File: src/rtl/bit_serializer_pkg.sv
// Shared FSM constants for the 11011 detector chain: serializer states,
// detector states and the common idle line level.
package bit_serializer_pkg;

  typedef enum logic [1:0] {
    ST_IDLE  = 2'b00,
    ST_SHIFT = 2'b01
  } ser_state_e;

  localparam logic [2:0] DET_S0 = 3'd0;
  localparam logic [2:0] DET_S1 = 3'd1;
  localparam logic [2:0] DET_S2 = 3'd2;
  localparam logic [2:0] DET_S3 = 3'd3;
  localparam logic [2:0] DET_S4 = 3'd4;

  localparam logic IDLE_BIT_DEFAULT = 1'b0;

endpackage

File: src/rtl/bit_serializer_if.sv
// Word-in / bit-out bundle between a parallel source and the serializer.
interface bit_serializer_if #(
  parameter int WIDTH = 8
);
  logic [WIDTH-1:0] din;
  logic             din_valid;
  logic             din_ready;
  logic             ser_out;
  logic             ser_valid;
  logic             word_done;

  modport master (
    output din, din_valid,
    input  din_ready, ser_out, ser_valid, word_done
  );

  modport slave (
    input  din, din_valid,
    output din_ready, ser_out, ser_valid, word_done
  );
endinterface

File: src/rtl/bit_serializer.sv
// Parallel-to-serial front end: one-word pending buffer feeding a shift
// register so back-to-back words leave as a gapless bit stream.
module bit_serializer
  import bit_serializer_pkg::*;
#(
  parameter int   WIDTH     = 8,
  parameter int   MSB_FIRST = 1,
  parameter logic IDLE_BIT  = IDLE_BIT_DEFAULT
) (
  input logic              clk,
  input logic              rst,
  bit_serializer_if.slave  s_if
);

  localparam int              CNT_W    = $clog2(WIDTH);
  localparam logic [CNT_W-1:0] LAST_CNT = CNT_W'(WIDTH - 1);

  ser_state_e       r_state;
  ser_state_e       w_state_nxt;
  logic [WIDTH-1:0] r_sreg;
  logic [WIDTH-1:0] r_pbuf;
  logic             r_pvalid;
  logic [CNT_W-1:0] r_cnt;

  logic w_accept;
  logic w_load;
  logic w_shift;
  logic w_drop_pend;
  logic w_last;
  logic w_head;

  function automatic logic [WIDTH-1:0] shift_one(input logic [WIDTH-1:0] s);
    if (MSB_FIRST != 0) return {s[WIDTH-2:0], 1'b0};
    else                return {1'b0, s[WIDTH-1:1]};
  endfunction

  assign w_last   = (r_cnt == LAST_CNT);
  assign w_accept = s_if.din_valid && !r_pvalid && !rst;
  assign w_head   = (MSB_FIRST != 0) ? r_sreg[WIDTH-1] : r_sreg[0];

  always_ff @(posedge clk) begin
    if (rst) r_state <= ST_IDLE;
    else     r_state <= w_state_nxt;
  end

  always_comb begin
    w_state_nxt = r_state;
    w_load      = 1'b0;
    w_shift     = 1'b0;
    w_drop_pend = 1'b0;
    case (r_state)
      ST_IDLE: begin
        if (r_pvalid) begin
          w_load      = 1'b1;
          w_state_nxt = ST_SHIFT;
        end
      end
      ST_SHIFT: begin
        if (!w_last)       w_shift     = 1'b1;
        else if (r_pvalid) w_load      = 1'b1;
        else               w_state_nxt = ST_IDLE;
      end
      default: begin
        w_state_nxt = ST_IDLE;
        w_drop_pend = 1'b1;
      end
    endcase
  end

  always_comb begin
    s_if.ser_out   = IDLE_BIT;
    s_if.ser_valid = 1'b0;
    s_if.word_done = 1'b0;
    s_if.din_ready = !r_pvalid;
    if (r_state == ST_SHIFT) begin
      s_if.ser_out   = w_head;
      s_if.ser_valid = 1'b1;
      s_if.word_done = w_last;
    end
  end

  // Accept and load never coincide: accept needs an empty buffer, load a full one.
  always_ff @(posedge clk) begin
    if (rst) begin
      r_sreg   <= '0;
      r_cnt    <= '0;
      r_pvalid <= 1'b0;
    end else begin
      if (w_load) begin
        r_sreg <= r_pbuf;
        r_cnt  <= '0;
      end else if (w_shift) begin
        r_sreg <= shift_one(r_sreg);
        r_cnt  <= r_cnt + CNT_W'(1);
      end
      if (w_accept)                r_pvalid <= 1'b1;
      else if (w_load || w_drop_pend) r_pvalid <= 1'b0;
    end
  end

  always_ff @(posedge clk) begin
    if (w_accept) r_pbuf <= s_if.din;
  end

endmodule

File: src/flat_wrapper.sv
// flat-port wrapper written by rule: the top's interface ports become plain ports
module bit_serializer_flat import bit_serializer_pkg::*;
#(
  parameter int   WIDTH     = 8,
  parameter int   MSB_FIRST = 1,
  parameter logic IDLE_BIT  = IDLE_BIT_DEFAULT
)
  (clk, rst, s_if_din, s_if_din_valid, s_if_din_ready, s_if_ser_out, s_if_ser_valid, s_if_word_done);
  bit_serializer_if #(.WIDTH(WIDTH)) s_if_i ();
  input logic clk;
  input logic rst;
  input wire logic [$bits(s_if_i.din)-1:0] s_if_din;
  input wire logic [$bits(s_if_i.din_valid)-1:0] s_if_din_valid;
  output wire logic [$bits(s_if_i.din_ready)-1:0] s_if_din_ready;
  output wire logic [$bits(s_if_i.ser_out)-1:0] s_if_ser_out;
  output wire logic [$bits(s_if_i.ser_valid)-1:0] s_if_ser_valid;
  output wire logic [$bits(s_if_i.word_done)-1:0] s_if_word_done;
  assign s_if_i.din = s_if_din;
  assign s_if_i.din_valid = s_if_din_valid;
  assign s_if_din_ready = s_if_i.din_ready;
  assign s_if_ser_out = s_if_i.ser_out;
  assign s_if_ser_valid = s_if_i.ser_valid;
  assign s_if_word_done = s_if_i.word_done;
  bit_serializer #(.WIDTH(WIDTH), .MSB_FIRST(MSB_FIRST), .IDLE_BIT(IDLE_BIT)) u_core (.clk(clk), .rst(rst), .s_if(s_if_i));
endmodule
File: config.mk
export PLATFORM = sky130hd
export DESIGN_NAME = bit_serializer_flat
export DESIGN_NICKNAME = d
export VERILOG_FILES = /design/src/rtl/bit_serializer_pkg.sv /design/src/rtl/bit_serializer_if.sv /design/src/rtl/bit_serializer.sv /design/src/flat_wrapper.sv
export SDC_FILE = /design/constraint.sdc
export NUM_CORES = 1
export LEC_CHECK = 0
export BUFFER_PORTS_ARGS = -buffer_cell sky130_fd_sc_hd__buf_2
export CELL_PAD_IN_SITES_DETAIL_PLACEMENT = 2
export CELL_PAD_IN_SITES_GLOBAL_PLACEMENT = 2
export CORE_MARGIN = 4
export CORE_UTILIZATION = 30
export DETAILED_ROUTE_END_ITERATION = 6
export PLACE_DENSITY = 0.71
export SLEW_MARGIN = 20
export SYNTH_ARGS = -nofsm -noshare
export SYNTH_HDL_FRONTEND = slang
export SYNTH_SLANG_ARGS = --single-unit
File: constraint.sdc
create_clock -name clk -period 1.58 [get_ports clk]
set_input_delay 0.158 -clock clk [delete_from_list [all_inputs] [get_ports clk]]
set_output_delay 0.158 -clock clk [all_outputs]
set_load 0.05 [all_outputs]
==> results.py <==
metrics = {
    "logic_synthesis": {
        "synth_seq_cells": 21,
        "synth-xor-area-share_pct": 0,
        "syn_nets": 89,
        "synth_edf_count": 8,
        "synth.yosys.seq_area_share_pct": 61.0,
        "synth_largest_area_cell": "dfxtp_1",
        "synth_most_common_cell": "dfxtp_1",
        "yosysUniqueCellTypes": 18,
        "synth_top_family_by_area": "simple AND/OR/NAND/NOR gates",
        "muxShareOfSynthArea_pct": 2.44,
        "ys_top_cells_by_count": "13 x dfxtp_1, 11 x a21oi_1, 9 x nand2_1, 8 x edfxtp_1, 8 x nor2_1",
        "synth_compound_area_share_pct": 13.1,
        "synth_area_um2": 821,
        "synthSimpleGateAreaFrac_pct": 16.2,
        "yosysTopAreaCellShare_pct": 31.7,
        "ys_async_sr_fraction_pct": 0,
        "syn_inst": 76,
        "synth.avg_cell_area_um2": 10.8,
        "yosys.area_share.adder_pct": 3.05,
        "synth_warnings": 0,
        "synth_area_leaders": "dfxtp_1 32%, edfxtp_1 29%, a21oi_1 6.7%, a211oi_1 6.4%, nand2_1 4.1%",
        "synth_ff_type": "dfxtp_1",
    },
    "die": {
        "die_w_um": 60.3,
        "start_util_pct": 32.3,
        "io_pins": 15,
        "dieHeight_um": 60.3,
        "floorplan.die_area_um2": 3640,
        "row_count": 18,
        "coreArea_um2": 2540,
    },
    "critical_path": {
        "critical_path.top_delay_family": "adder cells",
        "worst_setup_path_start_kind": "register",
        "path_max_fanout": 3,
        "slowest_stage": "dfxtp_2",
        "worstPathRequired_ns": 1.42,
        "cpPeakStageDelay_ns": 0.35,
        "cp-end-kind": "primary output",
        "timing.critical_path.buf_inv": 1,
        "cp.arrival_ns": 1.36,
        "crit_type": "register to primary output",
        "path_cells": "ha_1 -> ha_4 -> and2_1 -> buf_6",
    },
    "pwr": {
        "max-vdd-ir-drop_mv": 0.631,
        "powerDensity_nw_per_um2": 972,
        "leakage_nw": 0.404,
    },
    "timing": {
        "slew_headroom_pct": 79.8,
        "period_minus_slack_ns": 1.52,
        "tightestPinTransition_ns": 0.302,
        "post-route-period-util_pct": 96.3,
        "final_max_slew_viol_count": 0,
        "setup_viol": 0,
        "rsz0062_at_grt": "no",
        "hold_violations": 0,
        "clock.fmax_mhz": 657,
        "fin_skew_ns": 0.00437,
        "fin_setup_tns_ns": 0,
    },
    "detailed_routing": {
        "drt_wl_total_um": 1830,
        "dr.pass1.iters": 3,
        "highest_layer": "met3",
        "dr_wl_met2_um": 1020,
        "drt-met1-wl_um": 739,
        "avgRoutedWirePerCell_um": 14.2,
        "wl_met3_um": 78,
        "drt_iter0_drc": 6,
        "drt.antenna.violating_nets": 0,
        "vias": 625,
        "viasPerCell": 4.84,
        "post-route-drc-count": 0,
    },
    "finish": {
        "nets": 113,
        "multi_input_area_um2": 299,
        "register_area_um2": 502,
        "areaGrowthSynthToFinish_pct": 26.4,
        "drive_gt1_share_pct": 28.3,
        "n_fill_cell": 290,
        "fin_util_pct": 40.8,
        "finalNonFillerCells": 129,
        "n_antenna_cell": 0,
    },
    "grt": {
        "grt_max_degree": 15,
        "grt_pass1_wl_um": 2900,
        "grt_pass1_vias": 637,
        "grt_overflow": 0,
        "gr-usage-all-layers_pct": 10.8,
        "antenna_found_initial": 0,
    },
    "run_status": {
        "outcome": "complete, no violations",
    },
    "place": {
        "dp.cells": 117,
        "port_buffers": 14,
        "place_congestion": 0.656,
        "place_hpwl_um": 1290,
    },
    "worst_hold_path": {
        "min_path_type": "input port to register",
    },
    "clocking": {
        "cts_buffers": 3,
        "clk_latency_ns": 0.30,
        "cts_tree": "done",
        "clkSlewWorstSetupHoldPaths_ns": 0.11,
        "cts_sinks": 21,
        "cts-root-buf": "clkbuf_4",
        "cts_max_level": 1,
        "clk_path_buf_depth": 2,
    },
    "run": {
        "maxCapViolCount": 0,
    },
}
-- flip-flops by register name (all words and copies together), names as in the netlist --
signal,count
u_core.r_pbuf,8
u_core.r_sreg,8
u_core.r_cnt,3
u_core.r_pvalid,1
u_core.r_state,1
-- where the power goes --
group | switching, W | total [W] | internal, W
clock network | 0.000155 | 0.000250 | 0.0000942
logic | 0.0000795 | 0.000142 | 0.0000622
registers | 0.0000196 | 0.000617 | 0.000597
total | 0.000254 | 0.00101 | 0.000754
-- placed cells by master (no fill, tap or decap), types with 2 or more instances in the layout --
cell type,count
and2_1,2
dfxtp_1,12
a21oi_1,11
mux2i_1,2
nor2_1,8
dlygate4sd3_1,5
nand2_1,9
buf_2,13
a211oi_1,7
buf_4,5
edfxtp_1,8
nand3_1,3
clkbuf_4,3
-- path summary, 6_finish.rpt --
check / from / to / slack (ns) / cells after the start
min reg2reg: u_core.r_cnt[1] / u_core.r_cnt[1] / 0.50 / 2
max: u_core.r_cnt[0] / s_if_word_done / 0.06 / 4
max reg2reg: u_core.r_cnt[0] / u_core.r_cnt[0] / 0.09 / 5
min: s_if_din[1] / u_core.r_pbuf[1] / 0.04 / 1
-- layer usage --
layer / vias up / track usage, %
met4: 0 / 1.90
met2: 14 / 18.2
met3: 0 / 4.54
met5: - / 0
met1: 300 / 13.1
li1: 311 / -
-- timing repair --
item	in CTS	in global routing
pin swaps	0	0
gates resized for setup	2	5
endpoints found under the hold margin	0	5
endpoints found under the setup margin	1	7
setup buffers	0	3
gates cloned	0	0
hold buffers	0	5
-- final cells by class --
| cell class | count | area share [%] |
|---|---|---|
| flip-flops and latches | 21 | 48.4 |
| clock inverters | 1 | 0.483 |
| repair buffers | 24 | 15.8 |
| multi-input cells | 49 | 28.8 |
| well taps | 30 | 3.62 |
| inverters | 1 | 0.724 |
| clock buffers | 3 | 2.17 |
-- per-stage QoR --
stage          hold WS (ns)  setup slack, ns  power (W)  instance area (um2)
2_1_floorplan         0.231           0.0399   0.000715                  821
3_3_place_gp          0.335            0.120   0.000745                  912
3_5_place_dp          0.337           0.0449   0.000753                  912
4_1_cts              0.0126           0.0215    0.00101                  945
5_1_grt             0.00324        0.0000560    0.00107                 1040
6_report             0.0381           0.0578    0.00101                 1040
-- cells by family (layout without fill, tap and decap cells) --
group | Yosys count | after routing
compound gates | 18 | 18
fa+ha+maj | 2 | 2
buf+inv | 6 | 29
flops | 21 | 21
mux | 2 | 2
simple gates | 27 | 27
-- worst reg2reg max path: stages (launching register included) --
cell     delay, ns
dfxtp_2       0.35
ha_1          0.23
ha_4          0.18
nor2b_4       0.28
or2b_1        0.26
a21oi_1       0.13
No activity file was read; power rests on OpenSTA's default activity.
